--- config.mk ---
export PLATFORM = sky130hd
export DESIGN_NAME = sram_access_ctrl
export DESIGN_NICKNAME = d
export VERILOG_FILES = /design/src/rtl/sram_access_ctrl.sv
export SDC_FILE = /design/constraint.sdc
export NUM_CORES = 1
export LEC_CHECK = 0
export ABC_AREA = 1
export BUFFER_PORTS_ARGS = -buffer_cell sky130_fd_sc_hd__buf_2
export CAP_MARGIN = 25
export CORE_MARGIN = 4
export CORE_UTILIZATION = 46
export CTS_BUF_LIST = sky130_fd_sc_hd__clkbuf_16
export DETAILED_ROUTE_END_ITERATION = 16
export PLACE_DENSITY = 0.86
export SLEW_MARGIN = 20
export SYNTH_ARGS = -nofsm -noshare
export SYNTH_HDL_FRONTEND = slang
export SYNTH_SLANG_ARGS = --single-unit
--- constraint.sdc ---
create_clock -name clk -period 1.8 [get_ports clk]
set_input_delay 0.27 -clock clk [delete_from_list [all_inputs] [get_ports clk]]
set_output_delay 0.27 -clock clk [all_outputs]
set_load 0.02 [all_outputs]
--- src/rtl/sram_access_ctrl.sv ---
// sram_access_ctrl
//   Cycle-level access sequencer for the sram_4kb_256x128x8 macro. Accepts one
//   read or write at a time over valid/ready and steps the macro through
//   precharge, column select, wordline, write_en and sense_en. It is the only
//   block that toggles wl_en, write_en and sense_en.
//
//   Build option: define SRAM_CTRL_RMW_EN to add byte-masked writes
//   (req_wmask). A partial mask runs a read pass into an internal merge
//   register, then a write pass with byte-merged bl_wdata. An all-zero mask
//   walks the write sequence with write_en/wl_en held low.
//
// Ports
//   clk, rst              clock (rising edge), async active-high reset
//   req_valid/req_ready   request handshake; req_ready only in IDLE
//   req_we/addr/wdata     request fields, captured at acceptance
//   req_wmask             byte write mask (SRAM_CTRL_RMW_EN only)
//   rsp_valid/rsp_rdata   one-cycle completion pulse, read data (held)
//   precharge_n           active-low bitline precharge
//   row_addr, col_sel     wordline address, one-hot column mux select
//   wl_en, write_en,      macro phase enables
//   sense_en
//   bl_wdata, sa_rdata    write-driver data out, sense-amp data in

module sram_access_ctrl #(
   parameter int ROWS    = 256,
   parameter int COL_MUX = 8,
   parameter int WORD_W  = 16,
   parameter int PRE_CYC = 2,
   parameter int DEV_CYC = 2,
   parameter int WR_CYC  = 2,
   localparam int ROW_W  = $clog2(ROWS),
   localparam int COL_W  = $clog2(COL_MUX),
   localparam int ADDR_W = ROW_W + COL_W
) (
   input  logic              clk,
   input  logic              rst,
   input  logic              req_valid,
   output logic              req_ready,
   input  logic              req_we,
   input  logic [ADDR_W-1:0] req_addr,
   input  logic [WORD_W-1:0] req_wdata,
`ifdef SRAM_CTRL_RMW_EN
   input  logic [WORD_W/8-1:0] req_wmask,
`endif
   output logic              rsp_valid,
   output logic [WORD_W-1:0] rsp_rdata,
   output logic              precharge_n,
   output logic [ROW_W-1:0]  row_addr,
   output logic              wl_en,
   output logic [COL_MUX-1:0] col_sel,
   output logic              write_en,
   output logic              sense_en,
   output logic [WORD_W-1:0] bl_wdata,
   input  logic [WORD_W-1:0] sa_rdata
);

   localparam int MAX_CYC = (PRE_CYC > DEV_CYC) ?
                            ((PRE_CYC > WR_CYC) ? PRE_CYC : WR_CYC) :
                            ((DEV_CYC > WR_CYC) ? DEV_CYC : WR_CYC);
   localparam int CNT_W   = $clog2(MAX_CYC) + 1;

   typedef enum logic [2:0] {
      S_IDLE, S_PRE, S_WSETUP, S_WRITE, S_DEV, S_SENSE, S_RECOV
   } state_t;

   state_t              state_q, state_d;
   logic [CNT_W-1:0]    cnt_q, cnt_d;
   logic                we_q, we_d;
   logic [ROW_W-1:0]    row_q, row_d;
   logic [COL_W-1:0]    col_q, col_d;
   logic [WORD_W-1:0]   wdata_q, wdata_d;
   logic [WORD_W-1:0]   rdata_q, rdata_d;
   logic                wr_act;     // write pass actually drives the array
   logic                rd_pass;    // next PRE leads into DEV rather than WSETUP

`ifdef SRAM_CTRL_RMW_EN
   logic [WORD_W/8-1:0] wmask_q, wmask_d;
   logic [WORD_W-1:0]   merge_q, merge_d;
   logic                rmw_rd_q, rmw_rd_d;  // read half of a partial-mask write pending
`endif

   // ---------------- state / data registers ----------------
   always_ff @(posedge clk or posedge rst) begin
      if (rst) begin
         state_q  <= S_IDLE;
         cnt_q    <= '0;
         we_q     <= 1'b0;
         row_q    <= '0;
         col_q    <= '0;
         wdata_q  <= '0;
         rdata_q  <= '0;
`ifdef SRAM_CTRL_RMW_EN
         wmask_q  <= '0;
         merge_q  <= '0;
         rmw_rd_q <= 1'b0;
`endif
      end else begin
         state_q  <= state_d;
         cnt_q    <= cnt_d;
         we_q     <= we_d;
         row_q    <= row_d;
         col_q    <= col_d;
         wdata_q  <= wdata_d;
         rdata_q  <= rdata_d;
`ifdef SRAM_CTRL_RMW_EN
         wmask_q  <= wmask_d;
         merge_q  <= merge_d;
         rmw_rd_q <= rmw_rd_d;
`endif
      end
   end

`ifdef SRAM_CTRL_RMW_EN
   assign wr_act  = |wmask_q;
   assign rd_pass = !we_q || rmw_rd_q;
`else
   assign wr_act  = 1'b1;
   assign rd_pass = !we_q;
`endif

   // ---------------- next-state ----------------
   // cnt_q holds remaining cycles minus one; every transition reloads it.
   always_comb begin
      state_d = state_q;
      cnt_d   = (cnt_q != '0) ? cnt_q - 1'b1 : cnt_q;
      we_d    = we_q;
      row_d   = row_q;
      col_d   = col_q;
      wdata_d = wdata_q;
      rdata_d = rdata_q;
`ifdef SRAM_CTRL_RMW_EN
      wmask_d  = wmask_q;
      merge_d  = merge_q;
      rmw_rd_d = rmw_rd_q;
`endif
      unique case (state_q)
         S_IDLE: begin
            if (req_valid) begin
               state_d = S_PRE;
               cnt_d   = CNT_W'(PRE_CYC - 1);
               we_d    = req_we;
               row_d   = req_addr[ADDR_W-1:COL_W];
               col_d   = req_addr[COL_W-1:0];
               wdata_d = req_wdata;
`ifdef SRAM_CTRL_RMW_EN
               wmask_d  = req_wmask;
               rmw_rd_d = req_we && (req_wmask != '0) && (req_wmask != '1);
`endif
            end
         end
         S_PRE: begin
            if (cnt_q == '0) begin
               if (rd_pass) begin
                  state_d = S_DEV;
                  cnt_d   = CNT_W'(DEV_CYC - 1);
               end else begin
                  state_d = S_WSETUP;
                  cnt_d   = '0;
               end
            end
         end
         S_WSETUP: begin
            state_d = S_WRITE;
            cnt_d   = CNT_W'(WR_CYC - 1);
         end
         S_WRITE: begin
            if (cnt_q == '0) begin
               state_d = S_RECOV;
               cnt_d   = '0;
            end
         end
         S_DEV: begin
            if (cnt_q == '0) begin
               state_d = S_SENSE;
               cnt_d   = '0;
            end
         end
         S_SENSE: begin
`ifdef SRAM_CTRL_RMW_EN
            if (rmw_rd_q) begin
               // read half done: bitlines need a fresh precharge before writing
               merge_d  = sa_rdata;
               rmw_rd_d = 1'b0;
               state_d  = S_PRE;
               cnt_d    = CNT_W'(PRE_CYC - 1);
            end else begin
               rdata_d = sa_rdata;
               state_d = S_RECOV;
               cnt_d   = '0;
            end
`else
            rdata_d = sa_rdata;
            state_d = S_RECOV;
            cnt_d   = '0;
`endif
         end
         S_RECOV: begin
            state_d = S_IDLE;
            cnt_d   = '0;
         end
         default: begin
            state_d = S_IDLE;
            cnt_d   = '0;
         end
      endcase
   end

   // ---------------- outputs ----------------
   // Pure decode of state_q so the async reset drops every enable at once.
   always_comb begin
      req_ready   = (state_q == S_IDLE) && !rst;
      precharge_n = !((state_q == S_IDLE) || (state_q == S_PRE));
      wl_en       = ((state_q == S_WRITE) && wr_act) ||
                    (state_q == S_DEV) || (state_q == S_SENSE);
      write_en    = ((state_q == S_WSETUP) || (state_q == S_WRITE)) && wr_act;
      sense_en    = (state_q == S_SENSE);
      rsp_valid   = (state_q == S_RECOV);
      rsp_rdata   = rdata_q;
      row_addr    = row_q;
      col_sel     = (state_q == S_IDLE) ? '0 : (COL_MUX'(1) << col_q);
`ifdef SRAM_CTRL_RMW_EN
      bl_wdata    = merge_q;
      for (int b = 0; b < WORD_W/8; b++)
         if (wmask_q[b]) bl_wdata[b*8 +: 8] = wdata_q[b*8 +: 8];
`else
      bl_wdata    = wdata_q;
`endif
   end

endmodule

==> results.yml, run 1 <==
hold_path:
  holdCritPathClass: "in2async"
grt:
  overflow: 0
  grt_first_pass_wirelength_um: 8397
  track_usage: 0.1738
  grt_max_degree: 28
  antenna_found_initial: 0
  first_global_vias: 1853
placement:
  dp_cells: 405
  hpwl_um: 3727
  placed_area_mm2: 0.002699
  gp_congestion: 0.8241
  portBuffers: 100
power_and_ir_drop:
  p_switching_mw: 2.571
  leakage_nw: 1.753
  vdd_drop_max_mv: 0.8824
  clkPwrFrac: 0.175
  power_density_mw_per_mm2: 2005
  swShare: 0.4452
  p_int_mw: 3.204
  total_power_mw: 5.775
  pwr-share-seq: 0.338
  combPwrFrac: 0.487
timing:
  worstMarginPinSlew_ns: 0.4984
  rsz0062_at_grt: "no"
  finClkSkew_ns: 0.003715
  period_share: 0.9657
  finalHoldViolations: 0
  fmax_mhz: 575.3
  slew_headroom: 0.6673
  slew_violations: 0
  setup_viol: 0
  whs_ns: 0.02373
  finalSetupTns_ns: 0
  min_period_ns: 1.738
routing:
  avgViaCountPerCell: 4.764
  drtAntennaViolNets: 0
  vias: 1977
  dr.pass1.iters: 4
  wl_um: 4944
  first_iter_violations: 136
  drc: 0
  wl_per_cell_um: 11.91
cts:
  cts_tree: "built"
  clock_path_buffers: 2
  clk_pin_slew_worst_paths_ns: 0.06
  cts_inserted_buffers: 5
  clkLatencyLatePin_ns: 0.28
  root_buffer: "clkbuf_16"
  htree_levels: 2
  clock-sinks: 49
worst_setup_path:
  critPathKind: "reg2out"
  crit_path_end_kind: "output port"
  reg2regPathDepth: 6
  worst-path-buf-inv: 3
  cp_common_cell: "nand2_1"
  cp_cell_sequence: "inv_2, nand2_1, nor2_1, inv_1, nand2_1, buf_2"
  worst_path_largest_cell_delay_ns: 0.44
  crit_slowest_cell: "dfrtp_2"
  worst-path-max-fanout: 8
  cp_num_cells: 6
  crit_family: "flip-flops"
  cp_data_required_time_ns: 1.53
  start_kind: "flop"
  cp.arrival_ns: 1.47
synth:
  synthesis.nets: 305
  postSynthCellCount: 258
  yosys.area.top_type_share: 0.5675
  synth_area_leaders: "dfrtp_1, nand2_1, inv_1"
  synth_seq_cells: 49
  ys_seq_area_frac: 0.5675
  ys_async_sr_fraction: 1.000
  ys_warn_count: 0
  synth_edf_count: 0
  yosys.area.top_type: "dfrtp_1"
  syn-cell-area_mm2: 0.002161
  synth_area_per_cell_um2: 8.375
  synth_flop_cell: "dfrtp_1"
  ys_types: 23
floorplan:
  start_util: 0.4862
  die_x_um: 76.54
  placementRows: 24
  num_io_pins: 101
  placeableCoreArea_mm2: 0.004444
  die_height_um: 76.54
  die_area_mm2: 0.005858
final_layout:
  drive_gt1_frac: 0.3664
  final_nets: 409
  syn_to_final_growth_pct: 33.29
  fin_cells: 415
  antenna_cells: 0
  stdcell_area_mm2: 0.002880
outcome:
  status: "complete, no violations"
flow_run:
  drv_cap: 0
[synth_stat cells, types with 3 or more instances]
| library cell | count |
|---|---|
| dfrtp_1 | 49 |
| nand2_2 | 9 |
| inv_1 | 16 |
| nand3_1 | 5 |
| buf_4 | 3 |
| nor2_1 | 12 |
| o21ai_1 | 4 |
| o21ai_0 | 3 |
| nand2_1 | 136 |
[worst register-to-register path, cell delays in order, from the launching register on]
cell,delay (ns)
dfrtp_2,0.47
nor2_4,0.17
nand2_4,0.11
nor2_8,0.22
inv_4,0.16
nand2_1,0.09
nand2_1,0.06
[cell families after synthesis]
group	Yosys count	share of synthesized area
AOI/OAI and AO/OA	10	0.02432
and+or+nand+nor	171	0.3353
buffers and inverters	28	0.07296
DFF	49	0.5675
[metal layers]
| layer | up-vias | GRT usage | share of wire | wire length [um] |
|---|---|---|---|---|
| met5 | - | 0 | 0 | 0 |
| met4 | 0 | 0.05435 | 0.015 | 74 |
| met3 | 12 | 0.04610 | 0.085 | 418 |
| met2 | 91 | 0.3084 | 0.49 | 2423 |
| met1 | 889 | 0.2043 | 0.41 | 2027 |
| li1 | 985 | - | - | - |
[registers in the layout, indices dropped and copies added, names as in the netlist]
signal     flops
cnt_q          2
state_q        3
bl_wdata      16
rsp_rdata     16
col_q          3
row_addr       8
we_q           1
[through the flow]
stage,utilization,setup slack (ns)
5_1_grt,0.6481,0.02721
2_1_floorplan,-,0.2929
3_5_place_dp,0.6073,0.3358
6_report,0.6481,0.06176
4_1_cts,0.6439,0.02970
3_3_place_gp,0.6073,0.3942
[cell usage in the layout (no fill, tap or decap)]
cell type	n
nor3_1	2
clkbuf_16	5
nand2_4	2
inv_4	1
dfrtp_1	46
clkinv_1	1
nor2_4	2
inv_2	3
bufinv_16	1
inv_1	16
buf_2	100
dfrtp_2	3
buf_12	2
nand4_1	1
o21a_1	1
buf_4	3
o21ai_0	3
nand2_1	136
inv_6	1
o21ai_1	4
and3_1	1
nor2_1	12
a21oi_1	2
nor2_8	1
nand3_1	5
nand2_2	9
[area by class of cell]
class | count | area (um2)
multi-input cells | 181 | 777.0
inverters | 20 | 82.58
flip-flops and latches | 49 | 1230
clock buffers | 5 | 125.1
well taps | 52 | 65.06
clock inverters | 3 | 37.54
repair buffers | 105 | 563.0
fillers | 398 | 1564
[timing repair]
| action | CTS | global route |
|---|---|---|
| gates resized for setup | 0 | 3 |
| endpoints found under the setup margin | 0 | 7 |
| buffers inserted | 0 | 2 |
| hold buffers | 0 | 0 |
[final timing paths]
| check | startpoint | end | slack, ns |
|---|---|---|---|
| hold / removal | rst | we_q | 0.02 |
| hold reg to reg | bl_wdata[14] | bl_wdata[14] | 0.46 |
| max in group asynchronous | rst | state_q[2] | 1.26 |
| min in group clk | req_addr[9] | row_addr[6] | 0.19 |
| setup reg to reg | state_q[0] | row_addr[3] | 0.41 |
| setup / recovery | state_q[2] | write_en | 0.06 |
[power groups by stage]
stage	clock network, mW	registers (mW)	logic, mW
after CTS	1.03	1.96	2.79
after global routing	1.07	2.03	3.10
after detailed placement	0	1.97	2.78
after global placement	0	1.95	2.70
after floorplan	0	2.46	1.42
final	1.01	1.95	2.81
Note: power is estimated with default switching activity, not from simulation.
==> run 2, diff against run 1 <==
--- a/constraint.sdc
+++ b/constraint.sdc
@@ -3,2 +3,2 @@
 set_output_delay 0.27 -clock clk [all_outputs]
-set_load 0.02 [all_outputs]
+set_load 0.005 [all_outputs]
==> run 2 against run 1 <==
Compared with the run above: via count fell by 4.6%; fmax increased by 4.6%; clock skew rose by 0.0029 ns; final cell count shrank 0.72%; power down 15%; combinational power down 27%; register-to-register slack about the same; sequential cell count unchanged; clock power shrank 14%; non-clock buffer count down 3; core utilization down 1.1 points; critical path depth is 2 lower; critical path type unchanged; highest routed layer unchanged.
==> results.yml, run 2 (same netlist as run 1, synthesis figures left out) <==
grt:
  first_global_vias: 1792
  antenna_found_initial: 0
  use_met2: 0.2794
  met1_usage: 0.2135
  grt_first_pass_wirelength_um: 8059
  grt.busiest_layer: "met2"
  track_usage: 0.1667
  grt_max_degree: 29
  use_met3: 0.04492
  overflow: 0
floorplan:
  start_util: 0.4862
  placementRows: 24
  die_area_mm2: 0.005858
  die_x_um: 76.54
  die_height_um: 76.54
  num_io_pins: 101
  placeableCoreArea_mm2: 0.004444
timing:
  rsz0062_at_grt: "no"
  finClkSkew_ns: 0.006638
  slew_violations: 0
  min_period_ns: 1.663
  finalSetupTns_ns: 0
  fmax_mhz: 601.5
  period_share: 0.9236
  worstMarginPinSlew_ns: 0.4760
  slew_headroom: 0.6822
  finalHoldViolations: 0
  setup_viol: 0
final_layout:
  antenna_cells: 0
  final_cell_mix: "nand2_1, buf_2, dfrtp_1"
  syn_to_final_growth_pct: 31.09
  final_nets: 406
  fin_util: 0.6374
  layout_commonest_cell: "nand2_1"
  final.fill_count: 389
  drive_gt1_frac: 0.3611
cts:
  clkLatencyLatePin_ns: 0.28
  clk_pin_slew_worst_paths_ns: 0.06
  cts_tree: "built"
  clock-sinks: 49
  cts_inserted_buffers: 5
  htree_levels: 2
  clock_path_buffers: 2
  root_buffer: "clkbuf_16"
routing:
  first_iter_violations: 72
  wl_um: 4727
  avgViaCountPerCell: 4.578
  vias: 1886
  drc: 0
  drtAntennaViolNets: 0
  wl_per_cell_um: 11.47
  dr.pass1.iters: 4
power_and_ir_drop:
  power_density_mw_per_mm2: 1726
  leakage_nw: 1.725
  vdd_drop_max_mv: 0.8059
worst_setup_path:
  crit_family: "flip-flops"
  reg2reg_from: "state_q[1]"
  critPathKind: "reg2out"
  start_kind: "flop"
  worst-path-buf-inv: 2
  crit_start: "state_q[1]"
  cp_num_cells: 4
  cp_data_required_time_ns: 1.53
  worst-path-max-fanout: 17
  reg2regPathDepth: 6
  crit_slowest_cell: "dfrtp_2"
  cp_cell_sequence: "nor2_4, nand2_4, inv_6, buf_2"
  worst_path_largest_cell_delay_ns: 0.48
  crit_path_end_kind: "output port"
  cp.arrival_ns: 1.39
placement:
  gp_congestion: 0.8118
  hpwl_um: 3561
  portBuffers: 100
hold_path:
  holdCritPathClass: "in2async"
flow_run:
  drv_cap: 0
outcome:
  status: "complete, no violations"
-- run 2: cell types whose count changed in the layout (fill, tap and decap cells not counted) --
cell	previous run	this run
buf_4	3	0
clkinv_2	0	1
clkinv_1	1	2
bufinv_16	1	0
inv_1	16	15
-- run 2: repair_timing --
item / 4_1_cts / 5_1_grt
resized for setup: 0 / 3
setup endpoints to repair: 0 / 3
hold buffers: 0 / 0
buffers inserted: 0 / 0
-- run 2: metal layers --
metal | part of all wire | vias to the layer above | wire length (um)
li1 | - | 983 | -
met1 | 0.44 | 815 | 2091
met2 | 0.46 | 84 | 2184
met3 | 0.089 | 4 | 420
met4 | 0.0063 | 0 | 30
met5 | 0 | - | 0
-- run 2: worst register-to-register path: cells and delay by family (launching register included) --
family | cells | cell delay [ns]
buffers and inverters | 1 | 0.17
DFF | 1 | 0.48
and+or+nand+nor | 5 | 0.64
-- run 2: final cells by class --
class / count / area [um2] / area share
flip-flops and latches: 49 / 1230 / 0.4342
multi-input cells: 181 / 777.0 / 0.2743
repair buffers: 102 / 540.5 / 0.1908
clock buffers: 5 / 125.1 / 0.04417
inverters: 20 / 82.58 / 0.02915
well taps: 52 / 65.06 / 0.02297
clock inverters: 3 / 12.51 / 0.004417
-- run 2: power by group --
group / internal, mW / switching (mW) / total (mW)
sequential: 1.64 / 0.329 / 1.97
clock: 0.502 / 0.364 / 0.866
combinational: 0.870 / 1.19 / 2.06
total: 3.01 / 1.88 / 4.89
-- run 2: final timing paths --
path                                end  slack, ns
min in group clk           bl_wdata[15]       0.19
setup / recovery               sense_en       0.14
setup reg to reg            bl_wdata[2]       0.41
max in group asynchronous    state_q[1]       1.27
hold / removal             bl_wdata[13]       0.01
hold reg to reg             bl_wdata[5]       0.47
-- run 2: per-stage QoR --
| stage | setup slack (ns) | instance area [um2] | power, mW | hold slack [ns] | cells |
|---|---|---|---|---|---|
| finish | 0.1375 | 2833 | 4.888 | 0.01291 | 412 |
| floorplan | 0.3572 | 2161 | 3.245 | 0.3739 | 258 |
| CTS | 0.05272 | 2829 | 4.938 | 0.02860 | 412 |
| global placement | 0.3895 | 2691 | 3.977 | 0.3213 | 404 |
| detailed placement | 0.3601 | 2691 | 4.056 | 0.3287 | 404 |
| global route | 0.01772 | 2833 | 5.332 | 0.06323 | 412 |
